### src/rtl/dbi_tx_sched_pkg.sv
// Shared types and widths for the DBI transmit burst scheduler.
// The optional AC (toggle-minimising) mode is compiled in with DBI_AC_EN.
package dbi_tx_sched_pkg;

    localparam int unsigned DQ_W       = 8;
    localparam int unsigned MAJ_N      = 9;
    localparam int unsigned MAJ_THRESH = 5;
    localparam int unsigned MAJ_CNT_W  = 4;
    localparam int unsigned CNT_W      = 5;
    localparam int unsigned GAP_W      = 4;

    typedef enum logic [1:0] {
        ST_IDLE  = 2'd0,
        ST_BURST = 2'd1,
        ST_GAP   = 2'd2
    } state_e;

    // One beat as presented to the pad stage.
    typedef struct packed {
        logic [DQ_W-1:0] dq;
        logic            dbi;
    } beat_t;

endpackage

### src/rtl/dbi_tx_sched_maj9.sv
// Combinational 9-input majority voter: high when at least MAJ_THRESH inputs are set.
module dbi_tx_sched_maj9
    import dbi_tx_sched_pkg::*;
(
    input  logic [MAJ_N-1:0] vote_in,
    output logic             maj_c
);

    logic [MAJ_CNT_W-1:0] ones;

    always_comb begin
        ones = '0;
        for (int i = 0; i < MAJ_N; i++) begin
            ones = ones + MAJ_CNT_W'(vote_in[i]);
        end
        maj_c = (ones >= MAJ_CNT_W'(MAJ_THRESH));
    end

endmodule

### src/rtl/dbi_tx_sched.sv
// DBI transmit burst scheduler: frames beats into fixed bursts with a gap and applies DBI inversion.
// Define DBI_AC_EN to build the AC (toggle-minimising) mode and its prev_dq history register.
module dbi_tx_sched
    import dbi_tx_sched_pkg::*;
#(
    parameter int unsigned     BURST_LEN    = 8,
    parameter int unsigned     GAP_CYC      = 2,
    parameter logic [DQ_W-1:0] IDLE_PATTERN = 8'hFF
) (
    input  logic            clk,
    input  logic            rst_n,
    input  logic            dbi_en,
    input  logic            dbi_mode,
    input  logic            in_valid,
    input  logic [DQ_W-1:0] in_data,
    output logic            in_ready,
    output logic [DQ_W-1:0] dq_out,
    output logic            dbi_out,
    output logic            dq_oe,
    output logic            dq_valid,
    output logic            burst_last
);

    localparam beat_t IDLE_BEAT = '{dq: IDLE_PATTERN, dbi: 1'b0};

    state_e           state_q, state_d;
    logic [CNT_W-1:0] beat_cnt_q, beat_cnt_d;
    logic [GAP_W-1:0] gap_cnt_q, gap_cnt_d;
    logic             ready_q, ready_d;
    beat_t            out_q, out_d;
    logic             oe_q, oe_d;
    logic             valid_q, valid_d;
    logic             last_q, last_d;

    logic             accept;
    logic [DQ_W-1:0]  vote;
    logic             maj_c;
    logic             invert;
    beat_t            new_beat;

    // Voter input: bits that would be "costly" if sent uninverted.
`ifdef DBI_AC_EN
    logic             mode_q, mode_d;
    logic [DQ_W-1:0]  prev_q, prev_d;
    logic             mode_eff;

    assign mode_eff = (state_q == ST_IDLE) ? dbi_mode : mode_q;
    assign vote     = mode_eff ? (in_data ^ prev_q) : ~in_data;
`else
    logic             unused_mode;

    assign unused_mode = dbi_mode;
    assign vote        = ~in_data;
`endif

    dbi_tx_sched_maj9 u_maj (
        .vote_in ({1'b0, vote}),
        .maj_c   (maj_c)
    );

    assign accept       = in_valid & ready_q;
    assign invert       = dbi_en & maj_c;
    assign new_beat.dq  = invert ? ~in_data : in_data;
    assign new_beat.dbi = invert;

    always_comb begin
        state_d    = state_q;
        beat_cnt_d = beat_cnt_q;
        gap_cnt_d  = gap_cnt_q;
        ready_d    = ready_q;
        out_d      = out_q;
        oe_d       = oe_q;
        valid_d    = 1'b0;
        last_d     = 1'b0;
`ifdef DBI_AC_EN
        mode_d     = mode_q;
        prev_d     = prev_q;
`endif
        case (state_q)
            ST_IDLE: begin
                ready_d = 1'b1;
                out_d   = IDLE_BEAT;
                oe_d    = 1'b0;
                if (accept) begin
                    state_d    = ST_BURST;
                    beat_cnt_d = CNT_W'(1);
                    out_d      = new_beat;
                    oe_d       = 1'b1;
                    valid_d    = 1'b1;
`ifdef DBI_AC_EN
                    mode_d     = dbi_mode;
                    prev_d     = new_beat.dq;
`endif
                end
            end
            ST_BURST: begin
                // Bubbles hold the last beat on the bus with dq_oe still asserted.
                if (accept) begin
                    out_d   = new_beat;
                    valid_d = 1'b1;
`ifdef DBI_AC_EN
                    prev_d  = new_beat.dq;
`endif
                    if (beat_cnt_q == CNT_W'(BURST_LEN - 1)) begin
                        state_d    = ST_GAP;
                        beat_cnt_d = '0;
                        gap_cnt_d  = '0;
                        ready_d    = 1'b0;
                        last_d     = 1'b1;
                    end else begin
                        beat_cnt_d = beat_cnt_q + CNT_W'(1);
                    end
                end
            end
            ST_GAP: begin
                out_d   = IDLE_BEAT;
                oe_d    = 1'b0;
                ready_d = 1'b0;
`ifdef DBI_AC_EN
                prev_d  = IDLE_PATTERN;
`endif
                if (gap_cnt_q == GAP_W'(GAP_CYC - 1)) begin
                    state_d   = ST_IDLE;
                    gap_cnt_d = '0;
                    ready_d   = 1'b1;
                end else begin
                    gap_cnt_d = gap_cnt_q + GAP_W'(1);
                end
            end
            default: begin
                state_d = ST_IDLE;
            end
        endcase
    end

    always_ff @(posedge clk or negedge rst_n) begin
        if (!rst_n) begin
            state_q    <= ST_IDLE;
            beat_cnt_q <= '0;
            gap_cnt_q  <= '0;
            ready_q    <= 1'b0;
            out_q      <= IDLE_BEAT;
            oe_q       <= 1'b0;
            valid_q    <= 1'b0;
            last_q     <= 1'b0;
`ifdef DBI_AC_EN
            mode_q     <= 1'b0;
            prev_q     <= IDLE_PATTERN;
`endif
        end else begin
            state_q    <= state_d;
            beat_cnt_q <= beat_cnt_d;
            gap_cnt_q  <= gap_cnt_d;
            ready_q    <= ready_d;
            out_q      <= out_d;
            oe_q       <= oe_d;
            valid_q    <= valid_d;
            last_q     <= last_d;
`ifdef DBI_AC_EN
            mode_q     <= mode_d;
            prev_q     <= prev_d;
`endif
        end
    end

    assign in_ready   = ready_q;
    assign dq_out     = out_q.dq;
    assign dbi_out    = out_q.dbi;
    assign dq_oe      = oe_q;
    assign dq_valid   = valid_q;
    assign burst_last = last_q;

endmodule

### config.mk
export PLATFORM = sky130hd
export DESIGN_NAME = dbi_tx_sched
export DESIGN_NICKNAME = d
export VERILOG_FILES = /design/src/rtl/dbi_tx_sched_pkg.sv /design/src/rtl/dbi_tx_sched_maj9.sv /design/src/rtl/dbi_tx_sched.sv
export SDC_FILE = /design/constraint.sdc
export NUM_CORES = 1
export LEC_CHECK = 0
export ABC_AREA = 0
export ABC_CLOCK_PERIOD_IN_PS = 2900
export CAP_MARGIN = 30
export CORE_MARGIN = 4
export CORE_UTILIZATION = 57
export DETAILED_ROUTE_END_ITERATION = 16
export GPL_TIMING_DRIVEN = 1
export PLACE_DENSITY_LB_ADDON = 0.25
export SLEW_MARGIN = 10
export SYNTH_ARGS = -nofsm -noshare
export SYNTH_HDL_FRONTEND = slang
export SYNTH_SLANG_ARGS = --single-unit
export TNS_END_PERCENT = 100
### constraint.sdc
create_clock -name clk -period 2.9 [get_ports clk]
set_input_delay 0.58 -clock clk [delete_from_list [all_inputs] [get_ports clk]]
set_output_delay 0.58 -clock clk [all_outputs]
set_load 0.05 [all_outputs]
==> results of run 1 <==
==> final cells by class <==
type | count | area (µm²) | area share, %
inverters | 20 | 90.1 | 4.15
clock inverters | 1 | 30.0 | 1.38
flip-flops and latches | 24 | 611 | 28.1
well taps | 31 | 38.8 | 1.79
repair buffers | 43 | 397 | 18.3
multi-input cells | 122 | 982 | 45.2
clock buffers | 3 | 22.5 | 1.04
==> through the flow <==
step | instance area, µm² | hold slack (ps) | utilization (%) | std cells | TNS (ps)
5_1_grt | 2170 | 570 | 78.7 | 244 | -7190
4_1_cts | 2160 | 518 | 78.3 | 246 | -6720
3_5_place_dp | 2040 | 492 | 74.1 | 240 | -13650
2_1_floorplan | 1680 | 284 | - | 175 | -6720
6_report | 2170 | 516 | 78.7 | 244 | -6130
3_3_place_gp | 2040 | 493 | 74.1 | 240 | -13180
==> power groups by stage <==
stage | sequential [mW] | combinational (mW) | clock [mW]
after floorplan | 0.908 | 0.726 | 0
after global placement | 0.625 | 1.31 | 0
after detailed placement | 0.637 | 1.34 | 0
after CTS | 0.630 | 1.45 | 0.251
after global routing | 0.653 | 1.59 | 0.261
final | 0.633 | 1.47 | 0.247
==> worst max-delay path by stage <==
stage                     startpoint               endpoint  slack (ps)  cells past startpoint
final                     in_data[1]  dq_out[4]$_DFFE_PN1P_        -780                     15
after global routing      in_data[1]  dq_out[4]$_DFFE_PN1P_        -920                     15
after floorplan           in_data[1]  dq_out[0]$_DFFE_PN1P_        -800                     14
after detailed placement  in_data[1]  dq_out[0]$_DFFE_PN1P_       -1610                     16
after CTS                 in_data[1]  dq_out[0]$_DFFE_PN1P_        -840                     16
after global placement    in_data[1]  dq_out[1]$_DFFE_PN1P_       -1560                     16
==> sequential cells by signal, summed over array words and instances (netlist names) <==
| signal | count |
|---|---|
| dbi_out | 1 |
| beat_cnt_q | 5 |
| dq_valid | 1 |
| dq_out | 8 |
| in_ready | 1 |
| state_q | 2 |
| dq_oe | 1 |
| gap_cnt_q | 4 |
| burst_last | 1 |
==> cell usage after synthesis (4+ instances only) <==
cell       number  area, µm²
dfrtp_1        16        400
dfstp_2         8        210
nor2_1         19       71.3
nand3_1         8       40.0
a311oi_1        8       70.1
nor2b_1         5       31.3
a2111oi_1       6       60.1
o21ai_0         6       30.0
ha_1           10        125
clkbuf_1        7       26.3
inv_1          20       75.1
fa_1            4       80.1
nand2_1        13       48.8
nor3_1          4       20.0
a21oi_1         8       40.0
==> kinds of logic (layout without fill, tap and decap cells) <==
family / count (synthesis) / count (layout) / synth area share [%]
adder cells (fa/ha/maj): 14 / 14 / 12.6
buffers and inverters: 29 / 67 / 7.58
AO/OA/AOI/OAI: 44 / 44 / 21.7
flip-flops: 24 / 24 / 37.4
multiplexers: 3 / 3 / 1.84
AND/OR/NAND/NOR: 61 / 61 / 18.9
==> metal layers <==
| metal | wire, µm | track usage, % | vias to the layer above |
|---|---|---|---|
| li1 | - | - | 711 |
| met1 | 1690 | 28.3 | 700 |
| met2 | 2040 | 36.5 | 29 |
| met3 | 153 | 2.73 | 5 |
| met4 | 44 | 9.09 | 0 |
| met5 | 0 | 0 | - |
==> repair_timing <==
action	in CTS	in global routing
setup buffers	1	0
pin swaps	10	11
gates resized for setup	24	10
setup endpoints to repair	9	9
cloned	1	0
==> flow_metrics.env, run 1 <==
export IMPL_status="finished, violations left"
export IMPL_violations="setup timing"
export IMPL_power_frac_clock_pct=10.5
export IMPL_drt_first_pass_iters=5
export IMPL_min_period_ps=3680
export IMPL_max_slew_margin_pct=64.5
export IMPL_max_stage_delay_ps=510
export IMPL_finalCritPeriodShare_pct=127
export IMPL_crit_fanout=4
export IMPL_rsz0062_at_grt="yes"
export IMPL_cpLargestDelayFamily="adder cells"
export IMPL_startpoint_type="input port"
export IMPL_syn_avg_cell_area_um2=9.34
export IMPL_combPwrFrac_pct=62.5
export IMPL_worstMarginPinSlew_ps=527
export IMPL_ys_types=37
export IMPL_crit_slowest_cell="fa_1"
export IMPL_ys_flop_type="dfrtp_1"
export IMPL_syn_inst=175
export IMPL_setup_violations_final=9
export IMPL_finalWeightedCongestion=0.892
export IMPL_area_delta_synth_final_pct=32.8
export IMPL_insertion_delay_ps=330
export IMPL_syn_area_um2=1630
export IMPL_cp_required_ps=3120
export IMPL_async_flop_share_pct=100
export IMPL_yosysWarnings=0
export IMPL_dp_slack_ps=-1610
export IMPL_power_density_nw_per_um2=1080
export IMPL_cap_viol_max_count=0
export IMPL_seq_power_share_pct=27.0
export IMPL_cts_hold_buf=0
export IMPL_via_per_inst=5.92
export IMPL_finalPower_mw=2.35
export IMPL_p_leak_nw=0.940
export IMPL_drtIter0Drc=57
export IMPL_final_hold_violation_count=0
export IMPL_cp_buffers_inverters=6
export IMPL_die_h_um=61.5
export IMPL_nNetsFinal=241
export IMPL_wl_um=3920
export IMPL_cts_buffers=3
export IMPL_r2r_end="dq_out[0]$_DFFE_PN1P_"
export IMPL_path_cells="buf_12 -> inv_12 -> ha_4 -> fa_1 -> inv_1 -> fa_1 -> inv_2 -> fa_2 -> inv_2 -> fa_1 -> nor2b_4 -> o211ai_1 -> buf_4 -> a311oi_2 -> a2111oi_2"
export IMPL_critPathKind="in -> reg"
export IMPL_ys_ff_latch=24
export IMPL_antenna_cells=0
export IMPL_synth_edf_count=0
export IMPL_antenna_found_initial=0
export IMPL_grt_pass1_vias=1397
export IMPL_max_freq_ghz=0.272
export IMPL_grt_pass1_wl_um=6220
export IMPL_power_internal_mw=1.24
export IMPL_r2r_start="state_q[1]$_DFFE_PN0P_"
export IMPL_htreeDepth=1
export IMPL_setup_ws_ps=-779
export IMPL_rr_worst_depth=6
export IMPL_slew_violations=0
export IMPL_syn_nets=202
export IMPL_routedWlPerCell_um=16.1
export IMPL_p_switching_mw=1.11
export IMPL_final_cell_mix="20 x clkdlybuf4s50_1, 19 x nor2_1, 18 x buf_4"
export IMPL_grt_overflow=0
export IMPL_rows=19
export IMPL_initial_core_util_pct=59.3
export IMPL_port_buffers=24
export IMPL_io_pins=26
export IMPL_cts_sinks=24
export IMPL_vias=1445
export IMPL_cts_root_buf="clkbuf_4"
export IMPL_final_common_cell="clkdlybuf4s50_1"
export IMPL_dp_hpwl_um=2840
export IMPL_ys_seq_area_share_pct=37.4
export IMPL_worstHoldPathCells=1
export IMPL_cts_tree="built"
export IMPL_hold_class="reg -> reg"
export IMPL_final_layout_size_suffix_gt1_share_pct=26.3
export IMPL_critPathArrivalTime_ps=3900
export IMPL_reg2reg_slack_ps=500
export IMPL_hold_path_end="gap_cnt_q[2]$_DFFE_PN0P_"
export IMPL_n_fill_cell=174
export IMPL_irDropWorstVdd_uv=1020
export IMPL_swShare_pct=47.3
export IMPL_postRouteAntennaNets=0
export IMPL_hold_start="gap_cnt_q[2]$_DFFE_PN0P_"
export IMPL_grt_usage_pct=21.8
export IMPL_drcViolationCount=0
export IMPL_fin_skew_ps=12.7
export IMPL_clk_path_buf_depth=2
export IMPL_clkSlewWorstSetupHoldPaths_ps=130
export IMPL_grt_max_degree=25
export IMPL_dieArea_um2=3790
export IMPL_crit_path_end_kind="register"
export IMPL_die_width_um=61.5
export IMPL_core_area_um2=2760
export IMPL_cp_common_cell="fa_1"
(Power assumes the default switching activity.)
==> run 2, diff against run 1 <==
--- a/config.mk
+++ b/config.mk
@@ -13,6 +13,7 @@
 export DETAILED_ROUTE_END_ITERATION = 16
 export GPL_TIMING_DRIVEN = 1
 export PLACE_DENSITY_LB_ADDON = 0.25
+export REMOVE_ABC_BUFFERS = 1
 export SLEW_MARGIN = 10
 export SYNTH_ARGS = -nofsm -noshare
 export SYNTH_HDL_FRONTEND = slang
==> run 2 against run 1 <==
  * The run still ends with setup timing left
  * Global-route usage grew 1.5 points
  * Combinational power increased by 3%
  * Via count increased by 3.4%
  * Sequential power hardly changed
  * Cell count grew 1.2%
==> flow_metrics.env, run 2 (synthesized netlist as in run 1, its figures left out) <==
export IMPL_port_buffers=24
export IMPL_max_freq_ghz=0.267
export IMPL_crit_fanout=4
export IMPL_r2r_end="dq_out[6]$_DFFE_PN1P_"
export IMPL_final_cells=247
export IMPL_rr_worst_depth=6
export IMPL_antenna_cells=0
export IMPL_power_density_nw_per_um2=1080
export IMPL_rows=19
export IMPL_clkSlewWorstSetupHoldPaths_ps=130
export IMPL_multi_input_area_um2=1000
export IMPL_die_h_um=61.5
export IMPL_via_per_inst=6.05
export IMPL_cts_sinks=24
export IMPL_seqCellArea_um2=611
export IMPL_worstMarginPinSlew_ps=578
export IMPL_dpl_cell_count=239
export IMPL_core_area_um2=2760
export IMPL_setup_tns_ps=-7090
export IMPL_wl_um=4140
export IMPL_critPathKind="in -> reg"
export IMPL_io_pins=26
export IMPL_drcViolationCount=0
export IMPL_postRouteAntennaNets=0
export IMPL_hold_class="reg -> reg"
export IMPL_final_layout_size_suffix_gt1_share_pct=27.8
export IMPL_drtIter0Drc=69
export IMPL_n_fill_cell=172
export IMPL_area_delta_synth_final_pct=35.1
export IMPL_fin_skew_ps=7.90
export IMPL_dieArea_um2=3790
export IMPL_antenna_found_initial=0
export IMPL_max_slew_margin_pct=61.5
export IMPL_cts_tree="built"
export IMPL_status="finished, violations left"
export IMPL_violations="setup timing"
export IMPL_startpoint_type="input port"
export IMPL_slew_violations=0
export IMPL_insertion_delay_ps=310
export IMPL_critPathArrivalTime_ps=3960
export IMPL_cp_required_ps=3110
export IMPL_setup_ws_ps=-850
export IMPL_grt_pass1_wl_um=6600
export IMPL_initial_core_util_pct=59.3
export IMPL_vias=1494
export IMPL_setup_violations_final=9
export IMPL_r2r_start="state_q[1]$_DFFE_PN0P_"
export IMPL_reg2reg_slack_ps=400
export IMPL_cts_root_buf="clkbuf_4"
export IMPL_drt_first_pass_iters=4
export IMPL_grt_overflow=0
export IMPL_min_period_ps=3750
export IMPL_dp_hpwl_um=2890
export IMPL_clk_path_buf_depth=2
export IMPL_irDropWorstVdd_uv=804
export IMPL_nNetsFinal=244
export IMPL_cts_buffers=3
export IMPL_die_width_um=61.5
export IMPL_rsz0062_at_grt="yes"
export IMPL_final_hold_violation_count=0
export IMPL_grt_usage_pct=23.3
export IMPL_worstHoldPathCells=1
export IMPL_final_cell_mix="20 x buf_4, 20 x clkdlybuf4s50_1, 19 x nor2_1"
export IMPL_crit_path_end_kind="register"
export IMPL_largest_reg_flops=8
export IMPL_grt_max_degree=25
export IMPL_finalWeightedCongestion=0.893
export IMPL_htreeDepth=1
export IMPL_hold_path_end="gap_cnt_q[2]$_DFFE_PN0P_"
export IMPL_p_leak_nw=0.957
export IMPL_routedWlPerCell_um=16.7
export IMPL_cap_viol_max_count=0
export IMPL_hold_start="gap_cnt_q[2]$_DFFE_PN0P_"
export IMPL_grt_pass1_vias=1483
export IMPL_finalCritPeriodShare_pct=129
run 2: metal layers:
metal / GRT usage [%] / wire length, µm / vias to the layer above
li1: - / - / 712
met1: 30.0 / 1720 / 718
met2: 39.8 / 2140 / 55
met3: 3.98 / 226 / 9
met4: 7.27 / 55 / 0
met5: 0 / 0 / -
run 2: cell type report:
class / count / share of cell area, %
timing repair buffer: 46 / 19.1
inverter: 20 / 3.74
multi-input combinational: 122 / 45.4
clock inverter: 1 / 1.36
clock buffer: 3 / 1.02
sequential: 24 / 27.7
tap: 31 / 1.76
run 2: power by group:
| group | switching (mW) | internal, mW | total, mW | leakage, nW |
|---|---|---|---|---|
| clock network | 0.103 | 0.140 | 0.242 | 0.0279 |
| registers | 0.113 | 0.518 | 0.631 | 0.287 |
| logic | 0.918 | 0.599 | 1.52 | 0.642 |
run 2: timing repair:
action / 4_1_cts / 5_1_grt
pin swaps: 16 / 8
cloned: 1 / 0
setup buffers: 1 / 2
hold buffers: 0 / 0
gates resized for setup: 36 / 8
endpoints found under the setup margin: 9 / 9
endpoints found under the hold margin: 0 / 0
run 2: how the worst max path moves through the flow:
| stage | from | to | slack (ps) | cells after the start |
|---|---|---|---|---|
| after floorplan | in_data[0] | dq_out[0]$_DFFE_PN1P_ | -1160 | 13 |
| after global placement | in_data[0] | dq_out[0]$_DFFE_PN1P_ | -1570 | 15 |
| after detailed placement | in_data[0] | dq_out[2]$_DFFE_PN1P_ | -1790 | 15 |
| after CTS | in_data[1] | dq_out[3]$_DFFE_PN1P_ | -810 | 15 |
| after global routing | in_data[2] | dq_out[0]$_DFFE_PN1P_ | -970 | 14 |
| final | in_data[1] | dq_out[0]$_DFFE_PN1P_ | -850 | 15 |
run 2: metrics by stage:
stage	setup slack, ps	hold WS (ps)	utilization (%)	cell area [µm²]	total power, mW
3_5_place_dp	-1790	517	72.5	2000	1.98
4_1_cts	-812	534	78.1	2150	2.34
6_report	-850	548	80.0	2210	2.39
3_3_place_gp	-1570	499	72.5	2000	1.92
5_1_grt	-974	568	80.0	2210	2.56
2_1_floorplan	-1160	284	-	1590	1.56
run 2: worst max-delay path, stage by stage:
cell	delay, ps
buf_8	100
inv_6	50
ha_4	190
fa_1	520
inv_2	50
fa_1	490
inv_1	50
fa_2	340
inv_2	70
fa_1	410
nor2b_4	140
o211ai_1	250
buf_4	200
a311oi_2	110
a2111oi_2	400
